File: src/rtl/ps2_pkg.sv
// rtl/ps2_pkg.sv - PS/2 scancodes, receive FSM encoding, event layout and calculator key map.
package ps2_pkg;

  localparam logic [7:0] SC_0     = 8'h45;
  localparam logic [7:0] SC_1     = 8'h16;
  localparam logic [7:0] SC_2     = 8'h1E;
  localparam logic [7:0] SC_3     = 8'h26;
  localparam logic [7:0] SC_4     = 8'h25;
  localparam logic [7:0] SC_5     = 8'h2E;
  localparam logic [7:0] SC_6     = 8'h36;
  localparam logic [7:0] SC_7     = 8'h3D;
  localparam logic [7:0] SC_8     = 8'h3E;
  localparam logic [7:0] SC_9     = 8'h46;
  localparam logic [7:0] SC_PLUS  = 8'h79;
  localparam logic [7:0] SC_MINUS = 8'h7B;
  localparam logic [7:0] SC_MUL   = 8'h7C;
  localparam logic [7:0] SC_DIV   = 8'h4A;
  localparam logic [7:0] SC_ENT   = 8'h5A;
  localparam logic [7:0] SC_BS    = 8'h66;
  localparam logic [7:0] SC_EXT   = 8'hE0;
  localparam logic [7:0] SC_BRK   = 8'hF0;

  localparam int EVT_W = 14;

  typedef enum logic [1:0] {
    ST_IDLE,
    ST_DATA,
    ST_PARITY,
    ST_STOP
  } rx_state_t;

  typedef struct packed {
    logic [7:0] code;
    logic       ext;
    logic       brk;
    logic [3:0] key;
  } evt_t;

  function automatic logic [3:0] key_map(input logic [7:0] code, input logic ext);
    logic [3:0] k;
    k = 4'hF;
    if (ext) begin
      case (code)
        SC_DIV:  k = 4'hD;
        SC_ENT:  k = 4'hE;
        default: k = 4'hF;
      endcase
    end else begin
      case (code)
        SC_0:     k = 4'h0;
        SC_1:     k = 4'h1;
        SC_2:     k = 4'h2;
        SC_3:     k = 4'h3;
        SC_4:     k = 4'h4;
        SC_5:     k = 4'h5;
        SC_6:     k = 4'h6;
        SC_7:     k = 4'h7;
        SC_8:     k = 4'h8;
        SC_9:     k = 4'h9;
        SC_PLUS:  k = 4'hA;
        SC_MINUS: k = 4'hB;
        SC_MUL:   k = 4'hC;
        SC_ENT:   k = 4'hE;
        SC_BS:    k = 4'hF;
        default:  k = 4'hF;
      endcase
    end
    return k;
  endfunction

  // Key F is both a real key (backspace) and the unmapped marker, so validity needs the code.
  function automatic logic key_ok(input logic [7:0] code, input logic ext, input logic [3:0] key);
    return (key != 4'hF) || (!ext && code == SC_BS);
  endfunction

endpackage

File: src/rtl/ps2_evt_fifo.sv
// rtl/ps2_evt_fifo.sv - first-word fall-through event FIFO with a registered head entry.
module ps2_evt_fifo #(
  parameter int               WIDTH    = 14,
  parameter int               DEPTH    = 8,
  parameter logic [WIDTH-1:0] HEAD_RST = '0
) (
  input  logic             clk,
  input  logic             rst_n,
  input  logic             push,
  input  logic [WIDTH-1:0] wdata,
  input  logic             pop,
  output logic             valid,
  output logic [WIDTH-1:0] head,
  output logic             drop
);

  localparam int AW = $clog2(DEPTH);

  logic [WIDTH-1:0] mem [DEPTH];
  logic [AW-1:0]    wr_ptr;
  logic [AW-1:0]    rd_ptr;
  logic [AW-1:0]    rd_ptr_n;
  logic [AW:0]      count;
  logic [AW:0]      count_n;
  logic             full;
  logic             do_pop;
  logic             do_push;

  assign full     = (count == (AW+1)'(DEPTH));
  assign do_pop   = pop && valid;
  assign do_push  = push && (!full || do_pop);
  assign drop     = push && full && !do_pop;
  assign rd_ptr_n = do_pop ? rd_ptr + 1'b1 : rd_ptr;

  always_comb begin
    count_n = count;
    case ({do_push, do_pop})
      2'b10:   count_n = count + 1'b1;
      2'b01:   count_n = count - 1'b1;
      default: count_n = count;
    endcase
  end

  // The head register is reloaded from the entry that will be at the read pointer,
  // bypassing the array when that entry is being written in the same cycle.
  always_ff @(posedge clk or negedge rst_n) begin
    if (!rst_n) begin
      wr_ptr <= '0;
      rd_ptr <= '0;
      count  <= '0;
      valid  <= 1'b0;
      head   <= HEAD_RST;
    end else begin
      if (do_push) wr_ptr <= wr_ptr + 1'b1;
      rd_ptr <= rd_ptr_n;
      count  <= count_n;
      valid  <= (count_n != '0);
      if (count_n != '0) head <= (do_push && wr_ptr == rd_ptr_n) ? wdata : mem[rd_ptr_n];
    end
  end

  always_ff @(posedge clk) begin
    if (do_push) mem[wr_ptr] <= wdata;
  end

endmodule

File: src/rtl/ps2_rx_fifo.sv
// rtl/ps2_rx_fifo.sv - oversampled PS/2 receiver, prefix merge and event FIFO.
// Optional auto-repeat suppression when PS2_TYPEMATIC_FILTER_EN is defined.
module ps2_rx_fifo
  import ps2_pkg::*;
#(
  parameter int FILTER_LEN  = 8,
  parameter int TIMEOUT_CYC = 50000,
  parameter int FIFO_DEPTH  = 8
) (
  input  logic       iCLK_50,
  input  logic       iRST_n,
  input  logic       PS2_CLK,
  input  logic       PS2_DAT,
  output logic       o_evt_valid,
  input  logic       i_evt_ready,
  output logic [7:0] o_evt_code,
  output logic       o_evt_ext,
  output logic       o_evt_brk,
  output logic [3:0] o_evt_key,
  output logic       o_evt_key_ok,
  output logic       o_frame_err,
  output logic       o_overflow,
  input  logic       i_ovf_clr
);

  localparam int FW = $clog2(FILTER_LEN + 1);
  localparam int WW = $clog2(TIMEOUT_CYC + 1);

  logic [1:0]    clk_sync;
  logic [1:0]    dat_sync;
  logic [FW-1:0] filt_cnt;
  logic          filt_clk;
  logic          filt_clk_d;
  logic          fall;
  logic          dat;

  always_ff @(posedge iCLK_50 or negedge iRST_n) begin
    if (!iRST_n) begin
      clk_sync   <= 2'b11;
      dat_sync   <= 2'b11;
      filt_cnt   <= '0;
      filt_clk   <= 1'b1;
      filt_clk_d <= 1'b1;
    end else begin
      clk_sync   <= {clk_sync[0], PS2_CLK};
      dat_sync   <= {dat_sync[0], PS2_DAT};
      filt_clk_d <= filt_clk;
      if (clk_sync[1] == filt_clk) begin
        filt_cnt <= '0;
      end else if (filt_cnt == FW'(FILTER_LEN - 1)) begin
        filt_clk <= clk_sync[1];
        filt_cnt <= '0;
      end else begin
        filt_cnt <= filt_cnt + 1'b1;
      end
    end
  end

  assign fall = filt_clk_d & ~filt_clk;
  assign dat  = dat_sync[1];

  rx_state_t     state, state_n;
  logic [2:0]    bit_cnt, bit_cnt_n;
  logic [7:0]    shreg, shreg_n;
  logic          par_ok, par_ok_n;
  logic [WW-1:0] wdog, wdog_n;
  logic          done_n, err_n;
  logic          byte_done;

  always_ff @(posedge iCLK_50 or negedge iRST_n) begin
    if (!iRST_n) begin
      state       <= ST_IDLE;
      bit_cnt     <= '0;
      shreg       <= '0;
      par_ok      <= 1'b0;
      wdog        <= '0;
      byte_done   <= 1'b0;
      o_frame_err <= 1'b0;
    end else begin
      state       <= state_n;
      bit_cnt     <= bit_cnt_n;
      shreg       <= shreg_n;
      par_ok      <= par_ok_n;
      wdog        <= wdog_n;
      byte_done   <= done_n;
      o_frame_err <= err_n;
    end
  end

  always_comb begin
    state_n   = state;
    bit_cnt_n = bit_cnt;
    shreg_n   = shreg;
    par_ok_n  = par_ok;
    done_n    = 1'b0;
    err_n     = 1'b0;
    wdog_n    = (state == ST_IDLE || fall) ? '0 : wdog + 1'b1;
    if (fall) begin
      unique case (state)
        ST_IDLE: begin
          if (!dat) begin
            state_n   = ST_DATA;
            bit_cnt_n = '0;
          end
        end
        ST_DATA: begin
          shreg_n = {dat, shreg[7:1]};
          if (bit_cnt == 3'd7) state_n = ST_PARITY;
          else bit_cnt_n = bit_cnt + 1'b1;
        end
        ST_PARITY: begin
          par_ok_n = ^{shreg, dat};
          state_n  = ST_STOP;
        end
        ST_STOP: begin
          if (dat && par_ok) done_n = 1'b1;
          else err_n = 1'b1;
          state_n = ST_IDLE;
        end
        default: state_n = ST_IDLE;
      endcase
    end else if (state != ST_IDLE && wdog == WW'(TIMEOUT_CYC - 1)) begin
      err_n   = 1'b1;
      state_n = ST_IDLE;
    end
  end

  logic ext_pend;
  logic brk_pend;
  logic is_prefix;
  logic push;
  logic suppress;
  logic drop;
  evt_t new_evt;
  evt_t head_evt;
  logic [EVT_W-1:0] head_bits;

  assign is_prefix = (shreg == SC_EXT) || (shreg == SC_BRK);
  assign new_evt   = '{code: shreg, ext: ext_pend, brk: brk_pend, key: key_map(shreg, ext_pend)};
  assign push      = byte_done && !is_prefix && !suppress;

`ifdef PS2_TYPEMATIC_FILTER_EN
  logic [8:0] held_key;
  logic       held;
  logic       held_match;

  assign held_match = held && (held_key == {ext_pend, shreg});
  assign suppress   = !brk_pend && held_match;

  always_ff @(posedge iCLK_50 or negedge iRST_n) begin
    if (!iRST_n) begin
      held_key <= '0;
      held     <= 1'b0;
    end else if (byte_done && !is_prefix) begin
      if (brk_pend) begin
        if (held_match) held <= 1'b0;
      end else begin
        held_key <= {ext_pend, shreg};
        held     <= 1'b1;
      end
    end
  end
`else
  assign suppress = 1'b0;
`endif

  always_ff @(posedge iCLK_50 or negedge iRST_n) begin
    if (!iRST_n) begin
      ext_pend   <= 1'b0;
      brk_pend   <= 1'b0;
      o_overflow <= 1'b0;
    end else begin
      if (o_frame_err) begin
        ext_pend <= 1'b0;
        brk_pend <= 1'b0;
      end else if (byte_done) begin
        if (shreg == SC_EXT) begin
          ext_pend <= 1'b1;
        end else if (shreg == SC_BRK) begin
          brk_pend <= 1'b1;
        end else begin
          ext_pend <= 1'b0;
          brk_pend <= 1'b0;
        end
      end
      // A drop in the same cycle as a clear request keeps the flag set.
      if (drop) o_overflow <= 1'b1;
      else if (i_ovf_clr) o_overflow <= 1'b0;
    end
  end

  ps2_evt_fifo #(
    .WIDTH   (EVT_W),
    .DEPTH   (FIFO_DEPTH),
    .HEAD_RST({8'h00, 1'b0, 1'b0, 4'hF})
  ) u_fifo (
    .clk  (iCLK_50),
    .rst_n(iRST_n),
    .push (push),
    .wdata(new_evt),
    .pop  (i_evt_ready),
    .valid(o_evt_valid),
    .head (head_bits),
    .drop (drop)
  );

  assign head_evt     = evt_t'(head_bits);
  assign o_evt_code   = head_evt.code;
  assign o_evt_ext    = head_evt.ext;
  assign o_evt_brk    = head_evt.brk;
  assign o_evt_key    = head_evt.key;
  assign o_evt_key_ok = key_ok(head_evt.code, head_evt.ext, head_evt.key);

endmodule
File: config.mk
export PLATFORM = sky130hd
export DESIGN_NAME = ps2_rx_fifo
export DESIGN_NICKNAME = d
export VERILOG_FILES = /design/src/rtl/ps2_pkg.sv /design/src/rtl/ps2_evt_fifo.sv /design/src/rtl/ps2_rx_fifo.sv
export SDC_FILE = /design/constraint.sdc
export NUM_CORES = 1
export LEC_CHECK = 0
export CORE_MARGIN = 2
export CORE_UTILIZATION = 50
export CTS_CLUSTER_SIZE = 10
export DETAILED_ROUTE_END_ITERATION = 10
export HOLD_SLACK_MARGIN = 0.08
export PLACE_DENSITY = 0.69
export SLEW_MARGIN = 10
export SYNTH_ARGS = -nofsm -noshare
export SYNTH_HDL_FRONTEND = slang
export SYNTH_SLANG_ARGS = --single-unit
File: constraint.sdc
create_clock -name iCLK_50 -period 3.3 [get_ports iCLK_50]
set_input_delay 0.495 -clock iCLK_50 [delete_from_list [all_inputs] [get_ports iCLK_50]]
set_output_delay 0.495 -clock iCLK_50 [all_outputs]
set_load 0.005 [all_outputs]
==> metrics.md <==
| Metric | Value |
|---|---|
| Final hold violation count | `0` |
| Initial antenna violation count | `0` |
| Post-Route Skew | `0.00650 ns` |
| Final wirelength | `16700 µm` |
| Antenna diodes | `0` |
| Post-route clock period utilization | `0.967` |
| Share of cells above drive strength 1 | `0.224` |
| Number of flops mapped to enable cells by yosys | `112` |
| Via count | `4909` |
| Wirelength per Cell | `20.0 µm` |
| DP Area | `0.00875 mm²` |
| Clock buffer count from CTS | `17` |
| CTS sink cnt | `182` |
| Routability cong. | `0.874` |
| Peak supply drop | `0.451 mV` |
| DRC viols | `0` |
| Worst Setup EP | `u_fifo.head[0]$_DFFE_PN1P_` |
| Fill cell total of the finished layout | `1239` |
| Net Count, Synth | `585` |
| Worst reg2reg path endpoint | `u_fifo.head[0]$_DFFE_PN1P_` |
| Asr flop ratio synth | `0.385` |
| Max_cap viols | `0` |
| FF+latch area | `0.00513 mm²` |
| Clk_lat worst skew | `0.43 ns` |
| Worst Path Max Fanout | `14` |
| Clk root buf | `clkbuf_16` |
| CTS tree | `yes` |
| Status | `finished clean` |
| CORE AREA | `0.0159 mm²` |
| Multi-input gate area | `0.00287 mm²` |
| Yosys top cell by area | `edfxtp_1` |
| Hold Path Class | `input pin to asynchronous set/reset pin` |
| Max Slew Vio Count | `0` |
| Synth cell types | `74` |
| Vias in the first global route | `4936` |
| Worst reg2reg path depth | `12` |
| Post-synth top cells | `edfxtp_1 (112), dfrtp_1 (60), nand2_1 (38)` |
| DIE AREA | `0.0174 mm²` |
| Crit path DAT | `3.52 ns` |
| Register bit total from synthesis | `182` |
| Most instantiated library cell after synthesis | `edfxtp_1` |
| Routed vias/inst | `5.87` |
| Fin crit period | `3.19 ns` |
| Dpl hpwl | `11000 µm` |
| Setup crit start | `shreg[2]$_DFFE_PN0P_` |
| Seq/Total Area, Yosys | `0.628` |
| Detailed Route Iter0 Violations | `371` |
| Final instance area | `0.00934 mm²` |
| IO buf count | `23` |
| Hold Slack | `0.191 ns` |
| First-pass GRT wire length | `27000 µm` |
| Critical path launch point type | `flip-flop` |
| Die Wd | `132 µm` |
| # H-tree levels | `4` |
| Max frequency | `313 MHz` |
| ANT nets after route | `0` |
| Cells after synthesis | `566` |
| Starting Density | `0.512` |
| Power per cell area | `688 mW/mm²` |
| Main synth FF type | `edfxtp_1` |
| Max clock buf depth | `2` |
| Grt ovf | `0` |
| Reg2Reg Setup Slack | `0.11 ns` |
| Worst Setup End Kind | `flip-flop` |
| Share of Yosys cell area claimed by the top area cell type | `0.412` |
| Largest net degree at the start of global routing | `71` |
| I/O pin cnt | `24` |
| Worst r2r src | `shreg[2]$_DFFE_PN0P_` |
| Final-stage net count | `626` |
| Ys Warns | `0` |
| GRT Total Usage | `0.204` |
| Clock-pin transition on the worst setup and hold timing paths | `0.06 ns` |
| Critical Path RT | `3.63 ns` |
| Syn Std Cell Area | `0.00816 mm²` |
| Rel. slew slack | `0.414` |
| Die Ht | `132 µm` |
| Crit Path Class | `flip-flop to flip-flop` |
| Final setup violation count | `0` |
| Largest cells by area after synthesis | `edfxtp_1 (41%), dfrtp_1 (18%), mux4_2 (7.2%)` |
| Lkg Pwr | `3.33 nW` |
| Post-synthesis average cell area | `14.4 µm²` |
| Area Overhead vs Synth | `14.4%` |
| Worst-Margin Slew | `0.880 ns` |
| Num rows | `46` |
| Pre-Repair DR Iteration Count | `5` |
==> repair_timing <==
action / 4_1_cts / 5_1_grt
endpoints found under the hold margin: 0 / 0
endpoints found under the setup margin: 0 / 10
setup buffers: 0 / 0
gates resized for setup: 0 / 3
hold buffers: 0 / 0
==> report_power, final <==
part           internal, mW  leakage (nW)  switching (mW)  total (mW)
Sequential             2.57          1.81           0.153        2.72
Combinational         0.818          1.25           0.902        1.72
Clock                  1.12         0.277           0.854        1.98
==> area by class of cell <==
type,count,area share
timing repair buffer,49,0.0466
clock buffer,18,0.0459
inverter,16,0.00643
clock inverter,14,0.0163
tap,216,0.0289
multi-input combinational,341,0.307
sequential,182,0.549
==> stage by stage <==
step | power [mW] | std cells | utilization | setup WS, ns | TNS, ns
2_1_floorplan | 3.93 | 566 | - | 0.119 | 0
3_3_place_gp | 4.44 | 804 | 0.549 | 0.119 | 0
3_5_place_dp | 4.50 | 804 | 0.549 | -0.0318 | -0.0949
4_1_cts | 6.48 | 836 | 0.585 | 0.0304 | 0
5_1_grt | 6.74 | 836 | 0.586 | -0.0284 | -0.0713
6_report | 6.42 | 836 | 0.586 | 0.108 | 0
==> worst max-delay path, stage by stage, from the launching register on <==
cell      delay [ns]
dfrtp_1         0.38
nand2b_2        0.22
o41ai_4         0.36
nand2_1         0.17
inv_2           0.12
ha_1            0.21
nand3_1         0.15
and4_1          0.24
mux2_2          0.28
o31a_1          0.33
buf_4           0.20
o21ba_2         0.21
a31oi_1         0.23
==> layout by cell type, fill, tap and decap left out, types with 12 or more instances in the layout <==
cell / count
dfrtp_1: 60
nor2_1: 32
mux4_2: 26
buf_4: 26
mux2i_1: 18
mux2_2: 19
xor2_1: 14
clkdlybuf4s50_1: 22
inv_1: 14
ha_1: 12
clkbuf_16: 17
nand2_1: 38
nand3_1: 20
o21ai_0: 25
edfxtp_1: 112
xnor2_1: 13
==> worst min-delay path by stage <==
stage / endpoint / slack [ns]
2_1_floorplan: bit_cnt[0]$_DFFE_PN0P_ / 0.20
3_3_place_gp: dat_sync[1]$_DFF_PN1_ / 0.35
3_5_place_dp: dat_sync[1]$_DFF_PN1_ / 0.35
4_1_cts: filt_cnt[0]$_DFF_PN0_ / 0.21
5_1_grt: wdog[0]$_DFF_PN0_ / 0.26
6_report: wdog[0]$_DFF_PN0_ / 0.19
==> cells by family (layout without fill, tap and decap cells) <==
kind of cell / after synthesis / in the layout / synth area share
AO/OA/AOI/OAI: 77 / 77 / 0.0647
XOR/XNOR: 29 / 29 / 0.0320
adder cells (fa/ha/maj): 13 / 13 / 0.0208
buffers and inverters: 43 / 97 / 0.0274
flip-flops: 182 / 182 / 0.628
multiplexers: 64 / 64 / 0.123
AND/OR/NAND/NOR: 158 / 158 / 0.104
==> layer usage <==
metal	vias to the layer above	wire, µm	track usage
met5	-	0	0
met4	0	267	0.0652
met3	28	942	0.0446
met2	156	8250	0.332
met1	2505	7240	0.277
li1	2220	-	-
==> registers in the layout, summed over array words and instances (netlist names), 2 cells and up <==
register and flops:
bit_cnt 3, clk_sync 2, dat_sync 2, filt_cnt 4
shreg 8, state 2, u_fifo.count 4, u_fifo.head 14
u_fifo.mem 112, u_fifo.rd_ptr 3, u_fifo.wr_ptr 3, wdog 16
(Power assumes the default switching activity.)
